===== src/rtl/align_shift_arbiter.sv =====
// Two-requester round-robin arbiter sharing one right-shift aligner with a single-entry result register.
// Optional sticky output enabled by defining STICKY_EN.
module align_shift_arbiter #(
  parameter int unsigned MANT_W = 5,
  parameter int unsigned EXP_W  = 6
) (
  input  logic              clk,
  input  logic              rst,
  input  logic              req0_valid,
  input  logic [MANT_W-1:0] req0_mant,
  input  logic [EXP_W-1:0]  req0_shamt,
  output logic              req0_ready,
  input  logic              req1_valid,
  input  logic [MANT_W-1:0] req1_mant,
  input  logic [EXP_W-1:0]  req1_shamt,
  output logic              req1_ready,
  output logic              res_valid,
  input  logic              res_ready,
  output logic [MANT_W-1:0] res_mant,
  output logic              res_id
`ifdef STICKY_EN
  , output logic            res_sticky
`endif
);

  logic              ptr_q, ptr_d;
  logic              res_valid_q, res_valid_d;
  logic [MANT_W-1:0] res_mant_q, res_mant_d;
  logic              res_id_q, res_id_d;
  logic              free;
  logic              gnt0, gnt1;
  logic [MANT_W-1:0] sel_mant;
  logic [EXP_W-1:0]  sel_shamt;
  logic              shamt_big;
`ifdef STICKY_EN
  logic              res_sticky_q, res_sticky_d;
`endif

  always_comb begin
    free = !res_valid_q || res_ready;
    // Contention goes to the pointer; a lone requester wins regardless of pointer.
    gnt0 = !rst && free && req0_valid && (!req1_valid || !ptr_q);
    gnt1 = !rst && free && req1_valid && (!req0_valid ||  ptr_q);
    sel_mant  = gnt1 ? req1_mant  : req0_mant;
    sel_shamt = gnt1 ? req1_shamt : req0_shamt;
    shamt_big = (32'(sel_shamt) >= MANT_W);
  end

  always_comb begin
    ptr_d       = ptr_q;
    res_valid_d = res_valid_q;
    res_mant_d  = res_mant_q;
    res_id_d    = res_id_q;
`ifdef STICKY_EN
    res_sticky_d = res_sticky_q;
`endif
    if (gnt0 || gnt1) begin
      ptr_d       = gnt0;
      res_valid_d = 1'b1;
      res_id_d    = gnt1;
      res_mant_d  = shamt_big ? '0 : (sel_mant >> sel_shamt);
`ifdef STICKY_EN
      res_sticky_d = 1'b0;
      for (int unsigned i = 0; i < MANT_W; i++) begin
        if (i < 32'(sel_shamt)) res_sticky_d = res_sticky_d | sel_mant[i];
      end
`endif
    end else if (res_ready) begin
      res_valid_d = 1'b0;
    end
  end

  always_ff @(posedge clk or posedge rst) begin
    if (rst) begin
      ptr_q       <= 1'b0;
      res_valid_q <= 1'b0;
      res_mant_q  <= '0;
      res_id_q    <= 1'b0;
`ifdef STICKY_EN
      res_sticky_q <= 1'b0;
`endif
    end else begin
      ptr_q       <= ptr_d;
      res_valid_q <= res_valid_d;
      res_mant_q  <= res_mant_d;
      res_id_q    <= res_id_d;
`ifdef STICKY_EN
      res_sticky_q <= res_sticky_d;
`endif
    end
  end

  assign req0_ready = gnt0;
  assign req1_ready = gnt1;
  assign res_valid  = res_valid_q;
  assign res_mant   = res_mant_q;
  assign res_id     = res_id_q;
`ifdef STICKY_EN
  assign res_sticky = res_sticky_q;
`endif

endmodule


===== config.mk =====
export PLATFORM = sky130hd
export DESIGN_NAME = align_shift_arbiter
export DESIGN_NICKNAME = d
export VERILOG_FILES = /design/src/rtl/align_shift_arbiter.sv
export SDC_FILE = /design/constraint.sdc
export NUM_CORES = 1
export LEC_CHECK = 0
export BUFFER_PORTS_ARGS = -buffer_cell sky130_fd_sc_hd__buf_2
export CORE_MARGIN = 1.5
export CORE_UTILIZATION = 40
export CTS_CLUSTER_SIZE = 24
export DETAILED_ROUTE_END_ITERATION = 8
export PLACE_DENSITY = 0.78
export SLEW_MARGIN = 0
export SYNTH_ARGS = -nofsm -noshare
export SYNTH_HDL_FRONTEND = slang
export SYNTH_SLANG_ARGS = --single-unit

===== constraint.sdc =====
create_clock -name clk -period 2.3 [get_ports clk]
set_input_delay 0.23 -clock clk [delete_from_list [all_inputs] [get_ports clk]]
set_output_delay 0.23 -clock clk [all_outputs]
set_load 0.03 [all_outputs]

==> run metrics, run 1 <==
post-synthesis mux area share=a little over a quarter; final instance area=around 900 µm²; Hold Worst Slack=~0.30 ns; Hold Vio Cnt, Final=0; PortBufs=35; placed cell areas=between 800 and 900 µm²; fraction of registers with async set/reset=100%; TritonCTS clock tree=done; Arr. time, crit path=2.00 ns; syn avg cell area=between 9 and 10 µm²; Seq/Total Area, Yosys=29.7%; total negative slack=0 ns; initial antenna violation count=0; area fraction in compound gates after synthesis=roughly 17%; Int Pwr=roughly 0.28 mW; Crit path top cell by count=mux2i_1; gr ovfl total=0; clock root buffer=clkbuf_4; Die W=approximately 44 µm; Routed WL=approximately 1500 µm; crit-path cells=dlygate4sd3_1, buf_2, a2111oi_4, buf_4, mux2i_1, mux2i_1, o21ai_0; Top Ports=36; Post-Synth Simple-Gate Area=about a fifth; die area=1940 µm²; DR pass1 iterations=4; Flop pwr share=between 30% and 40%; RSZ-0062 raised after global routing=no; crit start category=primary input; Worst Min Path Start=res_ready; status=finished, final reports clean; worst clock skew=roughly 0.0019 ns; area of the multi-input gates=about 440 µm²; DP HPWL=around 1300 µm; critical path class=primary input to flip-flop; initial core utilization=43.8%; clock share of power=approximately a quarter; placed cells=120; Crit Reg-Reg Startpoint=res_valid; Register Area=about 200 µm²; Least-Margin Pin Slew=about 0.63 ns; leakage=around 0.45 nW; Synthesized Nets=97; Cell Rows=14; core area=1540 µm²; critical path's top delay family=buffers and inverters; Cell Pwr Density=approximately 470 nW/µm²; largest family of logic cells by synthesized area=multiplexers; worst vdd ir=approximately 0.00021 V; HP Class=primary input to flip-flop; setup ws final=0.429 ns; Crit Path Max Fanout=8; pre-CTS setup slack=roughly 0.47 ns; initial drt markers=8; DRC errors left=0; CP Capture Type=flip-flop; combinational group share of total power=37.6%; Overall Global Routing Usage=around 17%; CTS sink count=8; Yosys warnings=0; MaxCap Viol Count=0; Clock transition at path regs=roughly 0.050 ns; post-synthesis xor/xnor area fraction=0%; first-pass GRT wire length=about 2400 µm; f_max=~530 MHz; H-tree depth=1; Final Cycle Share=81.4%; synthesis-stage register bit count=8; Fillers=between 100 and 150; n_diodes=0; post-CTS setup buffer count=0; largest net degree at the start of global routing=11; Mapped Area=between 600 and 700 µm²; Die Ht=roughly 44 µm; vias in the first global route=around 600; total number of vias=between 600 and 700; Unique masters post-synth=24; Area Overhead vs Synth=33.2%; Routed WL per cell=12.4 µm; Setup crit start=rst; Final Power=between 0.4 and 0.5 mW; sw frac=around a third; CP bufs+invs=3; Cells after Synth=70; end-of-flow core utilization=about three fifths; final setup fails=0; Sw Pwr=approximately 0.14 mW; Max stage delay on crit path=0.54 ns; Max Slew Vio Count=0; top_reg_cell synth=dfrtp_1; post-synthesis adder-cell area fraction=0%; vias per cell=between 5 and 6; CP Data Required Time=approximately 2.4 ns; Crit-path slowest cell=dlygate4sd3_1; Clock Path Buffers=2; Worst-Skew Late Latency=roughly 0.24 ns; TritonCTS buffer count=3; fin nets=roughly 140; GP Congestion=a little under 0.9; fraction of layout instances using a drive strength above 1=41.7%; Slew Limit Headroom=between 50% and 60%; EDFF count, synth=0; final std cells w/o fill=roughly 120; fin crit period=~1.9 ns; antenna-violating nets left=0
## final cells by class
class                   instances  area share [%]
repair buffers                 38            22.3
flip-flops and latches          8            22.3
inverters                       4            1.67
clock buffers                   3            2.51
well taps                      16            2.23
multi-input cells              55            49.0
## what timing repair did
item | 4_1_cts | 5_1_grt
endpoints found under the setup margin | 0 | 0
resized for setup | 0 | 0
endpoints found under the hold margin | 8 | 0
hold buffers | 1 | 0
## worst reg2reg max path: stages (launching register included)
cell,delay [ns]
dfrtp_1,0.37
nor2b_4,0.14
a2111oi_4,0.34
buf_4,0.24
mux2i_1,0.31
mux2i_1,0.22
o21ai_0,0.09
## power groups by stage
stage | registers, mW | logic, mW | clock network (mW)
after floorplan | 0.183 | 0.0843 | 0
after global placement | 0.164 | 0.154 | 0
after detailed placement | 0.165 | 0.158 | 0
after CTS | 0.163 | 0.160 | 0.107
after global routing | 0.163 | 0.174 | 0.111
final | 0.162 | 0.159 | 0.102
## sequential cells by signal (all words and copies together) (netlist names)
| signal | flops |
|---|---|
| ptr_q | 1 |
| res_mant | 5 |
| res_id | 1 |
| res_valid | 1 |
## routing by layer
layer / up-vias / part of all wire (%) / global-route usage (%)
met5: - / 0 / 0
met2: 30 / 52 / 29.1
met3: 2 / 6.5 / 6.94
li1: 338 / - / -
met1: 306 / 40 / 18.7
met4: 0 / 1.3 / 6.06
## kinds of logic (layout without fill, tap and decap cells)
logic type | count (synthesis) | after routing
AND/OR/NAND/NOR | 24 | 24
multiplexers | 16 | 16
AO/OA/AOI/OAI | 15 | 15
flip-flops | 8 | 8
buffers and inverters | 7 | 45
## final timing paths
| path | cells after the start | slack (ns) | to |
|---|---|---|---|
| min in group asynchronous | 3 | 0.52 | ptr_q |
| max | 7 | 0.43 | res_mant[2] |
| max reg2reg | 6 | 0.48 | res_mant[2] |
| min | 3 | 0.30 | res_valid |
| max in group asynchronous | 3 | 1.56 | res_mant[2] |
| min reg2reg | 1 | 0.47 | res_id |
## synthesized netlist by cell type, types with 2 or more instances
master / count / area, µm²
nand2_1: 6 / 22.5
nand2b_1: 6 / 37.5
o21ai_0: 7 / 35.0
mux2i_1: 14 / 140
a21oi_1: 2 / 10.0
clkbuf_1: 2 / 7.51
nor2_1: 4 / 15.0
mux4_2: 2 / 45.0
dfrtp_1: 8 / 200
or4_1: 2 / 15.0
inv_1: 4 / 15.0
## layout by cell type (no fill, tap or decap), types with 2 or more instances in the layout
cell,synthesis,layout
inv_1,4,4
o21ai_0,7,7
nor2_1,4,4
mux4_2,2,2
buf_4,0,2
nand2b_1,6,6
nand2_1,6,6
a21oi_1,2,2
mux2i_1,14,14
buf_2,0,35
or4_1,2,2
clkbuf_4,0,3
dfrtp_1,8,8
No activity file was read; power rests on OpenSTA's default activity.
==> run 2: changes to the inputs <==
- CORE_UTILIZATION: 40 -> 39
- PLACE_DENSITY: 0.78 -> 0.79
- clock period: 2.3 -> 1.55 ns (I/O delays scaled with it)
==> run 2 against run 1 <==
The run now ends with design-rule violations, negative setup slack left. First-iteration DRC count grew 50%. Wire length grew 14%. Count of clock-buffer cells in the layout grew 1. Critical endpoint unchanged. Highest routed layer unchanged.
==> run metrics, run 2 (synthesis results as in run 1) <==
setup ws final=-0.0538 ns (-0.483 ns); H-tree depth=1 (unchanged); HP Class=primary input to flip-flop; crit-path cells=nor2b_4, a2111oi_4, buf_4, mux2i_2, mux2i_1, o21ai_1; Cell Pwr Density=716 nW/µm² (+52%); CP Capture Type=flip-flop; Area Overhead vs Synth=45.6%; crit start category=flip-flop; largest net degree at the start of global routing=11 (unchanged); Slew Limit Headroom=59.4% (+1.4 points); DP HPWL=1400 µm (+5.3%); final std cells w/o fill=129 (+4.0%); leakage=0.481 nW (+5.8%); PortBufs=35 (unchanged); Die Ht=44.6 µm (+1.2%); fin nets=141 (+2.9%); Max stage delay on crit path=0.40 ns (-0.14 ns); status=finished, violations left; vias in the first global route=712 (+19%); Final Power=0.703 mW (+66%); TritonCTS clock tree=done; pre-CTS setup slack=-0.113 ns (-0.581 ns); Final Cycle Share=103%; n_diodes=0 (unchanged); core area=1560 µm² (+1.1%); Routed WL=1740 µm (+14%); antenna-violating nets left=0 (unchanged); placed cell areas=887 µm² (+2.5%); GP Congestion=0.873 (about the same); gr ovfl total=0 (unchanged); Least-Margin Pin Slew=0.605 ns (-0.0209 ns); total number of vias=703 (+4.0%); CP bufs+invs=1 (-2); commonest cells after routing, fill and taps aside=33 x buf_2, 12 x mux2i_1, 7 x dfrtp_1; final instance area=982 µm² (+9.3%); Largest register FFs=5 (unchanged); Routed WL per cell=13.5 µm (+9.2%); critical path class=flip-flop to flip-flop; clock root buffer=clkbuf_4; CTS sink count=8 (unchanged); Crit-path slowest cell=dfrtp_2; worst vdd ir=0.000360 V (+73%); die area=1990 µm² (+2.4%); DR pass1 iterations=6 (+2); CP Data Required Time=1.71 ns (-0.71 ns); Crit Path Max Fanout=4 (-4); Overall Global Routing Usage=20.4% (+3.4 points); Die W=44.6 µm (+1.2%); failing checks=design-rule violations, negative setup slack; vias per cell=5.45 (about the same); initial antenna violation count=0 (unchanged); Clock Path Buffers=2 (unchanged); final setup fails=5 (+5); RSZ-0062 raised after global routing=yes; initial drt markers=12 (+4); TritonCTS buffer count=3 (unchanged); end-of-flow core utilization=63.0% (+4.7 points); DRC errors left=2 (+2); most common cell after layout, fill and taps aside=buf_2; Cell Rows=14 (unchanged); Clock transition at path regs=0.06 ns (about the same); fin crit period=around 1.6 ns; fraction of layout instances using a drive strength above 1=51.3% (+9.7 points); initial core utilization=43.3% (-0.49 points); Worst-Skew Late Latency=0.27 ns (+0.03 ns); MaxCap Viol Count=0 (unchanged); placed cells=122 (+1.7%); Max Slew Vio Count=0 (unchanged); f_max=~620 MHz; Hold Vio Cnt, Final=0 (unchanged); worst clock skew=0.00132 ns (-0.000561 ns); Arr. time, crit path=1.76 ns (-0.24 ns); first-pass GRT wire length=2880 µm (+21%); Top Ports=36 (unchanged); critical path's top delay family=multiplexers
==> run 2: cell count changes in the layout (fill, tap and decap cells not counted), moves of 2 or more <==
cell     previous run  this run
o21ai_0             7         3
o21ai_1             1         5
buf_4               2         5
buf_6               0         3
a21oi_1             2         0
a21oi_2             0         2
buf_2              35        33
mux2i_1            14        12
mux2i_2             0         2
==> run 2: power by group <==
| group | leakage (nW) | total (mW) | switching (mW) | internal, mW |
|---|---|---|---|---|
| sequential | 0.103 | 0.242 | 0.0114 | 0.230 |
| combinational | 0.363 | 0.270 | 0.145 | 0.125 |
| clock | 0.0150 | 0.191 | 0.0913 | 0.0998 |
| total | 0.481 | 0.703 | 0.248 | 0.455 |
==> run 2: worst paths after layout <==
path                            cells past startpoint  slack (ns)     startpoint          end
worst max-delay path                                6       -0.05      res_valid  res_mant[2]
worst min-delay path                                4        0.25  req1_shamt[5]  res_mant[0]
worst max register to register                      6       -0.05      res_valid  res_mant[2]
worst min register to register                      1        0.48         res_id       res_id
max in group asynchronous                           3        0.84            rst    res_valid
min in group asynchronous                           3        0.44            rst  res_mant[4]
==> run 2: metal layers <==
metal / vias to the layer above / global-route usage [%] / part of all wire (%)
li1: 341 / - / -
met5: - / 0 / 0
met2: 30 / 36.2 / 54
met3: 2 / 6.12 / 7.1
met4: 0 / 7.27 / 0.98
met1: 330 / 22.6 / 38
==> run 2: worst min-delay path: stages <==
cell and delay [ns]:
buf_2 0.08, nor2_1 0.05, a21oi_2 0.12, o41ai_2 0.08
==> run 2: per-stage QoR <==
stage	hold slack (ns)	TNS [ns]
global placement	0.150	-0.108
detailed placement	0.165	-0.365
finish	0.252	-0.164
CTS	0.258	-0.119
floorplan	-0.0294	-0.678
global route	0.302	-0.661
==> run 2: cell type report <==
cell class              instances  area (µm²)
repair buffers                 42         246
flip-flops and latches          8         201
well taps                      16        20.0
inverters                       4        15.0
multi-input cells              55         473
fillers                       137         577
clock buffers                   4        26.3
==> run 2: timing repair <==
item / CTS / global route
resized for setup: 7 / 7
gates cloned: 1 / 0
endpoints found under the setup margin: 7 / 7
hold endpoints to repair: 8 / 0
pin swaps: 0 / 1
hold buffers: 1 / 0
setup buffers: 1 / 0
==> run 3: changes to the inputs <==
- CORE_UTILIZATION: 39 -> 40
- PLACE_DENSITY: 0.79 -> 0.78
- clock period: 1.55 -> 1.6 ns (I/O delays scaled with it)
==> run 3 against run 2 <==
The run now ends clean. Wire length up 2.0%. Sequential share of layout area down 0.61 points. Setup slack improved by 0.057 ns. Utilization is 2.7 points higher. First-iteration DRC count shrank 17%. Critical path type is now flip-flop to output pin. Register-to-register slack better by 0.06 ns. Via count fell by 1.0%. Final cell count up 3.1%. Global-route usage fell by 2.0 points. Clock power is 16% lower. Largest cell class unchanged. Clock skew increased by 0.0044 ns. Design area up 3.1%.
==> run metrics, run 3 (synthesis results as in run 1) <==
status=finished, final reports clean; CTS sink count=8 (unchanged); Slew Limit Headroom=56.0% (-3.4 points); f_max=626 MHz; Routed WL=1770 µm (+2.0%); Routed WL per cell=13.3 µm (-1.1%); CP Data Required Time=1.44 ns (-0.27 ns); Final Cycle Share=99.8%; R2R depth=7 (+1); gr ovfl total=0 (unchanged); end-of-flow core utilization=65.7% (+2.7 points); clock root buffer=clkbuf_4; reg2reg end=res_mant[0]; Max Slew Vio Count=0 (unchanged); core area=1540 µm² (-1.1%); Cell Rows=14 (unchanged); Worst Min Path Start=req1_shamt[5]; Clock transition at path regs=0.06 ns (about the same); leakage=0.502 nW (+4.3%); Least-Margin Pin Slew=0.656 ns (+0.0510 ns); MaxCap Viol Count=0 (unchanged); worst vdd ir=0.000343 V (-4.8%); GP Congestion=0.806 (-7.7%); n_diodes=0 (unchanged); total number of vias=696 (-1.0%); Die W=44.1 µm (-1.2%); Top Ports=36 (unchanged); HP Class=primary input to flip-flop; fraction of layout instances using a drive strength above 1=52.1% (+0.81 points); vias per cell=5.23 (-4.0%); final std cells w/o fill=133 (+3.1%); Crit Reg-Reg Startpoint=res_valid; PortBufs=35 (unchanged); Worst-Skew Late Latency=0.25 ns (-0.02 ns); RSZ-0062 raised after global routing=yes; critical path class=flip-flop to output pin; initial drt markers=10 (-2); Hold Vio Cnt, Final=0 (unchanged); Overall Global Routing Usage=18.4% (-2.0 points); CP Capture Type=output pin; H-tree depth=1 (unchanged); largest net degree at the start of global routing=11 (unchanged); most common cell after layout, fill and taps aside=buf_2; TritonCTS clock tree=done; Area Overhead vs Synth=50.1%; die area=1940 µm² (-2.3%); Setup crit start=res_valid; TritonCTS buffer count=3 (unchanged); vias in the first global route=638 (-10%); fin nets=145 (+2.8%); first-pass GRT wire length=2660 µm (-7.9%); Hold Path End=res_mant[0]; fin crit period=roughly 1.6 ns; flop2flop setup slack=0.003 ns (+0.06 ns); crit start category=flip-flop; Crit Path Max Fanout=5 (+1); final setup fails=0 (-5); Clock Path Buffers=2 (unchanged); Die Ht=44.1 µm (-1.2%); initial antenna violation count=0 (unchanged); placed cells=120 (-1.6%); Largest register FFs=5 (unchanged); Cell Pwr Density=684 nW/µm² (-4.4%); initial core utilization=43.8% (+0.49 points); antenna-violating nets left=0 (unchanged); Hold Path Cell Cnt=4 (unchanged); DRC errors left=0 (-2); worst clock skew=0.00567 ns (+0.00435 ns); Hold Worst Slack=0.292 ns (+0.0404 ns); DP HPWL=1400 µm (+0.13%); Arr. time, crit path=1.44 ns (-0.32 ns); commonest cells after routing, fill and taps aside=33 x buf_2, 10 x mux2i_1, 8 x buf_4; DR pass1 iterations=3 (-3)
[run 3: timing repair]
action                                  in CTS  in global routing
hold buffers                                 1                  0
endpoints found under the setup margin       5                  6
setup buffers                                6                  2
gates resized for setup                      5                  7
hold endpoints to repair                     8                  0
pin swaps                                    2                  3
[run 3: how the worst max path moves through the flow]
stage | to | slack [ns]
after floorplan | res_mant[1] | -0.13
after global placement | res_mant[1] | -0.007
after detailed placement | res_mant[3] | -0.07
after CTS | res_mant[3] | -0.02
after global routing | res_mant[1] | -0.09
final | req1_ready | 0.003
[run 3: area by class of cell]
cell class	count	area, µm²
Sequential cell	8	201
Clock buffer	4	26.3
Inverter	4	15.0
Timing Repair Buffer	46	277
Tap cell	16	20.0
Multi-Input combinational cell	55	473
Fill cell	129	529
[run 3: where the power goes]
group	total, mW	switching [mW]	leakage (nW)	internal (mW)
combinational	0.297	0.149	0.384	0.148
clock	0.161	0.0662	0.0150	0.0952
sequential	0.234	0.0107	0.103	0.223
[run 3: metal layers]
metal	wire, µm	GRT usage [%]	up-vias
met4	0	1.82	0
met5	0	0	-
met2	926	33.8	28
met3	100	3.67	0
met1	748	22.8	317
li1	-	-	351
[run 3: through the flow]
stage	cell area, µm²	setup TNS (ns)	total power [mW]	setup slack [ns]
after floorplan	681	-0.428	0.387	-0.127
after global placement	872	-0.0136	0.460	-0.00687
after detailed placement	872	-0.207	0.468	-0.0681
after CTS	967	-0.0609	0.670	-0.0238
after global routing	1010	-0.376	0.740	-0.0911
final	1010	0	0.692	0.00337
[run 3: worst max-delay path, cell delays in order (launching register included)]
cell and delay (ns):
dfrtp_2 0.39, nor2b_4 0.13, a2111oi_4 0.17, buf_4 0.20
buf_4 0.16, buf_6 0.13
